===== src/rtl/decade_pkg.sv =====
// Shared types and helpers for the BCD countdown timer and its digit cells.
package decade_pkg;

    typedef enum logic [1:0] {
        IDLE  = 2'd0,
        RUN   = 2'd1,
        PAUSE = 2'd2,
        DONE  = 2'd3
    } cd_state_t;

    localparam logic [3:0] BCD_MAX = 4'd9;

    // Out-of-range BCD nibbles saturate to 9 rather than wrapping.
    function automatic logic [3:0] bcd_clamp(input logic [3:0] v);
        return (v > BCD_MAX) ? BCD_MAX : v;
    endfunction

endpackage


===== src/rtl/decade_down_digit.sv =====
// One BCD digit that counts down 9..0 and wraps, with synchronous load.
module decade_down_digit
    import decade_pkg::*;
(
    input  logic       clk,
    input  logic       rst,
    input  logic       en,
    input  logic       bin,
    input  logic       ld,
    input  logic [3:0] ld_val,
    output logic [3:0] q,
    output logic       bout
);

    logic step;

    assign step = en & bin;
    // Borrow-out is combinational so the next digit steps on the same edge.
    assign bout = step & (q == 4'd0);

    always_ff @(posedge clk) begin
        if (rst) begin
            q <= 4'd0;
        end else if (ld) begin
            q <= ld_val;
        end else if (step) begin
            q <= (q == 4'd0) ? BCD_MAX : q - 4'd1;
        end
    end

endmodule


===== src/rtl/bcd_countdown_timer.sv =====
// Two-digit BCD countdown timer with prescaler, pause/resume and terminal-count pulses.
// Optional AUTO_RELOAD_EN: keep running at 00 and reload the stored value on the next decrement.
module bcd_countdown_timer
    import decade_pkg::*;
#(
    parameter int PRESCALE = 1
) (
    input  logic       clk,
    input  logic       rst,
    input  logic       load,
    input  logic [3:0] load_tens,
    input  logic [3:0] load_ones,
    input  logic       start,
    input  logic       pause,
    input  logic       tick,
    output logic [3:0] tens,
    output logic [3:0] ones,
    output logic       running,
    output logic       borrow,
    output logic       zero,
    output logic       done
);

    localparam logic [7:0] PRESC_LAST = 8'(PRESCALE - 1);

    cd_state_t  state;
    logic [7:0] presc;
    logic       run_tick, presc_wrap, dec;
    logic       ones_bout, tens_bout;
    logic       reaches_zero, borrow_nx;
    logic       digit_ld;
    logic [3:0] ld_tens_val, ld_ones_val;

    // A tick only counts in RUN when nothing of higher priority is present.
    assign run_tick     = (state == RUN) & tick & ~pause & ~load;
    assign presc_wrap   = (presc == PRESC_LAST);
    assign dec          = run_tick & presc_wrap;
    assign reaches_zero = dec & (tens == 4'd0) & (ones == 4'd1);
    // Both digits borrowing at once means a decrement from 00 (reload), not a wrap.
    assign borrow_nx    = ones_bout & ~tens_bout;

`ifdef AUTO_RELOAD_EN
    logic [3:0] rl_tens, rl_ones;

    always_ff @(posedge clk) begin
        if (rst) begin
            rl_tens <= 4'd0;
            rl_ones <= 4'd0;
        end else if (load) begin
            rl_tens <= bcd_clamp(load_tens);
            rl_ones <= bcd_clamp(load_ones);
        end
    end

    assign digit_ld    = load | tens_bout;
    assign ld_tens_val = load ? bcd_clamp(load_tens) : rl_tens;
    assign ld_ones_val = load ? bcd_clamp(load_ones) : rl_ones;
`else
    assign digit_ld    = load;
    assign ld_tens_val = bcd_clamp(load_tens);
    assign ld_ones_val = bcd_clamp(load_ones);
`endif

    decade_down_digit u_ones (
        .clk    (clk),
        .rst    (rst),
        .en     (run_tick),
        .bin    (presc_wrap),
        .ld     (digit_ld),
        .ld_val (ld_ones_val),
        .q      (ones),
        .bout   (ones_bout)
    );

    decade_down_digit u_tens (
        .clk    (clk),
        .rst    (rst),
        .en     (ones_bout),
        .bin    (1'b1),
        .ld     (digit_ld),
        .ld_val (ld_tens_val),
        .q      (tens),
        .bout   (tens_bout)
    );

    always_ff @(posedge clk) begin
        if (rst) begin
            state   <= IDLE;
            presc   <= 8'd0;
            running <= 1'b0;
            borrow  <= 1'b0;
            zero    <= 1'b0;
            done    <= 1'b0;
        end else begin
            borrow <= borrow_nx;
            zero   <= reaches_zero;
            if (load) begin
                state   <= IDLE;
                presc   <= 8'd0;
                running <= 1'b0;
                done    <= 1'b0;
            end else begin
                case (state)
                    IDLE: begin
                        if (start) begin
                            if ((tens != 4'd0) || (ones != 4'd0)) begin
                                state   <= RUN;
                                running <= 1'b1;
                                presc   <= 8'd0;
                            end else begin
                                state <= DONE;
                                done  <= 1'b1;
                            end
                        end
                    end
                    RUN: begin
                        if (pause) begin
                            state   <= PAUSE;
                            running <= 1'b0;
                        end else if (tick) begin
                            if (presc_wrap) begin
                                presc <= 8'd0;
`ifndef AUTO_RELOAD_EN
                                if (reaches_zero) begin
                                    state   <= DONE;
                                    running <= 1'b0;
                                    done    <= 1'b1;
                                end
`endif
                            end else begin
                                presc <= presc + 8'd1;
                            end
                        end
                    end
                    PAUSE: begin
                        if (start && !pause) begin
                            state   <= RUN;
                            running <= 1'b1;
                        end
                    end
                    default: ;
                endcase
            end
        end
    end

endmodule


===== config.mk =====
export PLATFORM = sky130hd
export DESIGN_NAME = bcd_countdown_timer
export DESIGN_NICKNAME = d
export VERILOG_FILES = /design/src/rtl/decade_pkg.sv /design/src/rtl/decade_down_digit.sv /design/src/rtl/bcd_countdown_timer.sv
export SDC_FILE = /design/constraint.sdc
export NUM_CORES = 1
export LEC_CHECK = 0
export ABC_AREA = 1
export BUFFER_PORTS_ARGS = -buffer_cell sky130_fd_sc_hd__buf_2
export CAP_MARGIN = 20
export CORE_MARGIN = 2
export CORE_UTILIZATION = 50
export DETAILED_ROUTE_END_ITERATION = 8
export PLACE_DENSITY = 0.75
export SETUP_SLACK_MARGIN = 0.1
export SLEW_MARGIN = 20
export SYNTH_ARGS = -nofsm -noshare
export SYNTH_HDL_FRONTEND = slang
export SYNTH_HIERARCHICAL = 1
export SYNTH_SLANG_ARGS = --single-unit

===== constraint.sdc =====
create_clock -name clk -period 1.7 [get_ports clk]
set_input_delay 0.34 -clock clk [delete_from_list [all_inputs] [get_ports clk]]
set_output_delay 0.34 -clock clk [all_outputs]
set_load 0.01 [all_outputs]

# ---- Word level (Yosys, flattened, before mapping)
# Cells that the tools add are included.
dict set report classes {
  addsub 3
  magnitude_cmp 2
  n_eq_ne 14
  muxes 37
  bitwise_logic 12
  n_reduce_logical 18
}
# operator n
set ops {}
lappend ops {{2-to-1 mux 8 bit} 5}
lappend ops {{2-to-1 mux 4 bit} 8}
lappend ops {{case mux 8 bit (2 select lines)} 1}
lappend ops {{2-to-1 mux 2 bit} 7}
lappend ops {{!= test 2 bit, second input constant} 7}
lappend ops {{AND reduction 7 bit} 2}
lappend ops {{2-to-1 mux 1 bit} 13}
lappend ops {{bitwise AND 1 bit} 9}
lappend ops {{adder 8 x 1 -> 8 bit, second input constant} 1}
lappend ops {{greater-than comparator 4 bit, second input constant} 2}
lappend ops {{zero test 4 bit} 2}
lappend ops {{zero test 8 bit} 1}
lappend ops {{nonzero test 4 bit} 2}
lappend ops {{subtractor 4 x 1 -> 4 bit, second input constant} 2}
lappend ops {{!= test 3 bit, second input constant} 2}
lappend ops {{case mux 2 bit (3 select lines)} 1}
lappend ops {{AND reduction 6 bit} 1}
lappend ops {{nonzero test 2 bit} 3}
lappend ops {{AND reduction 5 bit} 1}
lappend ops {{equality test 4 x 1 -> 1 bit, second input constant} 1}
lappend ops {{!= test 3 x 2 -> 1 bit, second input constant} 1}
lappend ops {{inverter 1 bit} 3}
lappend ops {{case mux 1 bit (3 select lines)} 1}
lappend ops {{nonzero test 3 bit} 1}
lappend ops {{9 further kinds} 9}
dict set report word_totals {
  register_bits 22
  in_bits 14
  output_inout_bits 12
  word_cells 94
}

# ---- Logic depth before layout (Yosys ltp)
dict set report depth {
  ltp_word 12
  mapped_depth 14
  mapped_depth_nobuf 14
}

# ---- Cells and area by module
# Netlist, hierarchy kept.
# mod instances cells_per_inst area_each_um2 seq_area_each_um2
set modules_own_cells {}
lappend modules_own_cells {bcd_countdown_timer 1 163 999.7 280.3}
lappend modules_own_cells {decade_down_digit 2 38 264.0 80.1}

# ---- Least setup slack after synthesis
# No wires, ideal clock.
dict set report synth_timing {
  path_kind {reg-to-reg}
  startpoint {register state[1]}
  endpoint {register u_tens.q[3]}
  setup_ns 0.066
  arrival_time_ns 1.621
  t_required_ns 1.634
  slack_ns 0.013
  stages_incl_launch_ff 15
  n_path_buf 0
  period_less_slack_ns 1.687
  cell_sequence {dfxtp_1 -> inv_1 -> ha_1 -> inv_2 -> nor2_8 -> nand2_1 -> inv_1 -> nand2_2 -> nor2_1 -> nand2_2 -> nand2_4 -> o21ai_2 -> inv_2 -> nand2_1 -> a21oi_2}
}
dict set report synth_via {
  elab_chain_len 7
}
# item line
set synth_lines {}
lappend synth_lines {{start, declared} bcd_countdown_timer.sv:26} ;# cd_state_t state;
lappend synth_lines {{start signal, assigned} bcd_countdown_timer.sv:88} ;# state <= IDLE;
lappend synth_lines {{start signal, assigned} bcd_countdown_timer.sv:98} ;# state <= IDLE;
lappend synth_lines {{start signal, assigned} bcd_countdown_timer.sv:107} ;# state <= RUN;
lappend synth_lines {{equality test 2 x 1 -> 1 bit} bcd_countdown_timer.sv:35} ;# assign run_tick = (state == RUN) & tick & ~pause & ~load;
lappend synth_lines {{bitwise AND 1 bit (3 in series)} bcd_countdown_timer.sv:35}
lappend synth_lines {{via run_tick} bcd_countdown_timer.sv:28} ;# logic run_tick, presc_wrap, dec;
lappend synth_lines {{bitwise AND 1 bit} decade_down_digit.sv:17} ;# assign step = en & bin;
lappend synth_lines {{bitwise AND 1 bit} decade_down_digit.sv:19} ;# assign bout = step & (q == 4'd0);
lappend synth_lines {{via ones_bout} bcd_countdown_timer.sv:29} ;# logic ones_bout, tens_bout;
lappend synth_lines {{nonzero test 2 bit (no source line)} --}
lappend synth_lines {{end signal, assigned} decade_down_digit.sv:25} ;# q <= ld_val;
lappend synth_lines {{end signal, assigned} decade_down_digit.sv:27} ;# q <= (q == 4'd0) ? BCD_MAX : q - 4'd1;
lappend synth_lines {{end, declared} decade_down_digit.sv:11} ;# output logic [3:0] q,
# The timed path passes the listed nets, and every way through them passes these cells.
# A chain may end at the register's enable or synchronous reset.

# ---- Worst setup path in the final report
# Same ends and word-level chain as after synthesis.

==> flow_metrics.tcl <==
set metrics [dict create \
    p_switching_uw 459 \
    fp.dieH_um 59.3 \
    synthArstFlopShare_pct 0 \
    max_freq_mhz 651 \
    cts_buffers 3 \
    crit_required_ns 1.97 \
    port_buffers 25 \
    grt_pass1_vias 1355 \
    cts_sinks 22 \
    worstRegToRegCells 14 \
    via_per_inst 4.95 \
    drt-initial-drc-count 29 \
    fin_cells 312 \
    root_buffer "clkbuf_4" \
    hold_path_class "in -> reg" \
    pwr-share-seq_pct 43.1 \
    pwr-share-comb_pct 34.0 \
    cpPeakStageDelay_ns 0.34 \
    ys_seq_area_share_pct 28.8 \
    rows 20 \
    grt_max_degree 13 \
    syn_avg_cell_area_um2 6.39 \
    syn_area_mm2 0.00153 \
    switching_share_pct 35.1 \
    ys_ff_latch 22 \
    cp-startpoint "state[1]" \
    crit_cells 14 \
    grt_overflow 0 \
    cp-end-kind "flip-flop" \
    final.period_utilization_pct 90.3 \
    grt_pass1_wl_um 5420 \
    synth_cells 239 \
    first_pass_iters 4 \
    worst-setup-path-type "reg -> reg" \
    maxCapViolations 0 \
    finalWorstPathRequiredPeriod_ns 1.54 \
    p_per_area_mw_per_mm2 696 \
    clk_pin_slew_ns 0.13 \
    detailed_place_hpwl_um 2490 \
    status "finished, final reports clean" \
    maxSlewViolCount 0 \
    cts_tree "done" \
    peakVddDrop_v 0.000403 \
    critPathSlowestCell "dfxtp_2" \
    setup_violations 0 \
    h-tree-depth 1 \
    hold_depth 3 \
    nets 300 \
    final.setup_skew_ns 0.00548 \
    cts_hold_buf 0 \
    dpl.cell_count 305 \
    wl_per_cell_um 10.2 \
    drive_gt1_share_pct 29.7 \
    ys_warn_count 6 \
    core_mm2 0.00298 \
    finalHoldViolCount 0 \
    wirelength_um 3180 \
    path_cells "inv_2, ha_4, inv_4, nor2_8, nand2_2, inv_2, nand2_2, nor2_4, nand2_4, nand2_4, o21ai_2, inv_2, nand2_2, a21oi_2" \
    gp_congestion 0.806 \
    yosysTopAreaCellShare_pct 28.8 \
    antenna_found_initial 0 \
    p_leak_uw 0.000880 \
    start_util_pct 51.3 \
    yosys_most_used_dff "dfxtp_1" \
    syn-num-nets 259 \
    synth_edf_count 0 \
    crit-reg2reg-launch "state[1]" \
    antenna_left 0 \
    synth_top_area_cell "dfxtp_1" \
    clkPwrFrac_pct 22.9 \
    insertion_delay_ns 0.31 \
    path_buf_inv 4 \
    critPathMaxFanout 5 \
    internal_power_uw 850 \
    antennaDiodeCount 0 \
    yosysUniqueCellTypes 29 \
    syn2layout_area_growth_pct 23.1 \
    vias 1545 \
    drc 0 \
    rsz0062_at_grt "yes" \
    track_usage_pct 20.0 \
    ios 26 \
    crit_arrival_ns 1.80 \
    cp_top_family "simple AND/OR/NAND/NOR gates" \
    clk_path_buf_depth 2 \
    die_w_um 59.3 \
    dieArea_mm2 0.00351 \
    tns_ns 0 \
    worstHoldStart "rst" \
    critPathLaunchType "flip-flop" \
    synthTopCellsByArea "dfxtp_1 (29%), nand2_1 (11%), inv_1 (8.6%), nor2_1 (8.4%), nand3_1 (5.6%)" \
]
-- cell usage in the layout (no fill, tap or decap), drive strengths merged --
cell / instances
a21oi: 20
nand3: 17
buf: 39
nor3: 3
ha: 6
conb: 1
and3: 1
o21ai: 22
nand2: 56
o21bai: 1
nor2: 38
dfxtp: 22
inv: 41
nor3b: 1
nand4: 2
xor2: 2
and2: 2
clkbuf: 4
nor4: 1
-- metal layers --
layer,GRT usage (%),part of all wire [%],wire length [um],up-vias
li1,-,-,-,827
met1,25.8,48,1530,682
met2,33.0,47,1510,32
met3,3.06,3.0,96,4
met4,8.44,1.4,45,0
met5,0,0,0,-
-- cells in the mapped netlist, drive strengths merged (2+ instances only) --
cell,n
inv,41
xor2,2
clkbuf,3
nor2,38
dfxtp,22
a21oi,20
nor3,3
and2,2
nand3,17
ha,6
nand4,2
o21ai,22
nand2,56
-- sequential cells by signal, summed over array words and instances (netlist names) --
| register | cells |
|---|---|
| u_ones/q | 4 |
| u_tens/q | 4 |
| done | 1 |
| state | 2 |
| running | 1 |
| zero | 1 |
| borrow | 1 |
| presc | 8 |
-- tightest hold or removal path, delay by kind of cell --
kind                   cells  cell delay [ns]
buffers and inverters      2             0.26
AOI/OAI and AO/OA          1             0.04
-- power groups by stage --
stage               Clock, uW  Sequential, uW  Combinational, uW
finish                    299             564                445
global route              331             568                504
CTS                       312             564                420
detailed placement          0             576                414
global placement            0             575                410
floorplan                   0             594                274
-- metrics by stage --
stage          setup WS, ns  hold WS, ns  util [%]  cell area (um^2)  total power, uW
3_5_place_dp         0.0127        0.437      59.8              1780              990
3_3_place_gp         0.0392        0.434      59.8              1780              985
4_1_cts               0.102        0.341      61.4              1830             1300
5_1_grt              0.0790        0.335      63.2              1880             1400
2_1_floorplan         0.113        0.402         -              1540              868
6_report              0.164        0.348      63.2              1880             1310
-- worst paths after layout --
check,slack (ns),endpoint
worst max-delay path,0.16,u_tens/q[3]
worst min-delay path,0.35,u_ones/q[2]
worst max register to register,0.16,u_tens/q[3]
worst min register to register,0.46,done
-- area by class of cell --
type	instances	area (um^2)
clock buffer	4	36.3
multi-input combinational	173	965
inverter	41	161
sequential	22	447
timing repair buffer	39	230
tap	33	41.3
fill	282	1100
-- logic make-up after synthesis --
group,count (synthesis),synth area share (%)
AO/OA/AOI/OAI,43,16.5
XOR/XNOR,2,1.15
adder cells (fa/ha/maj),6,4.91
buffers and inverters,44,11.0
flip-flops,22,28.8
other,1,0.245
AND/OR/NAND/NOR,121,37.4
-- timing repair --
item | in CTS | in global routing
buffers inserted | 1 | 2
hold endpoints to repair | 0 | 0
gates resized for setup | 4 | 13
setup endpoints to repair | 9 | 17
pin swaps | 2 | 4
Power figures use the tool's default switching activity.
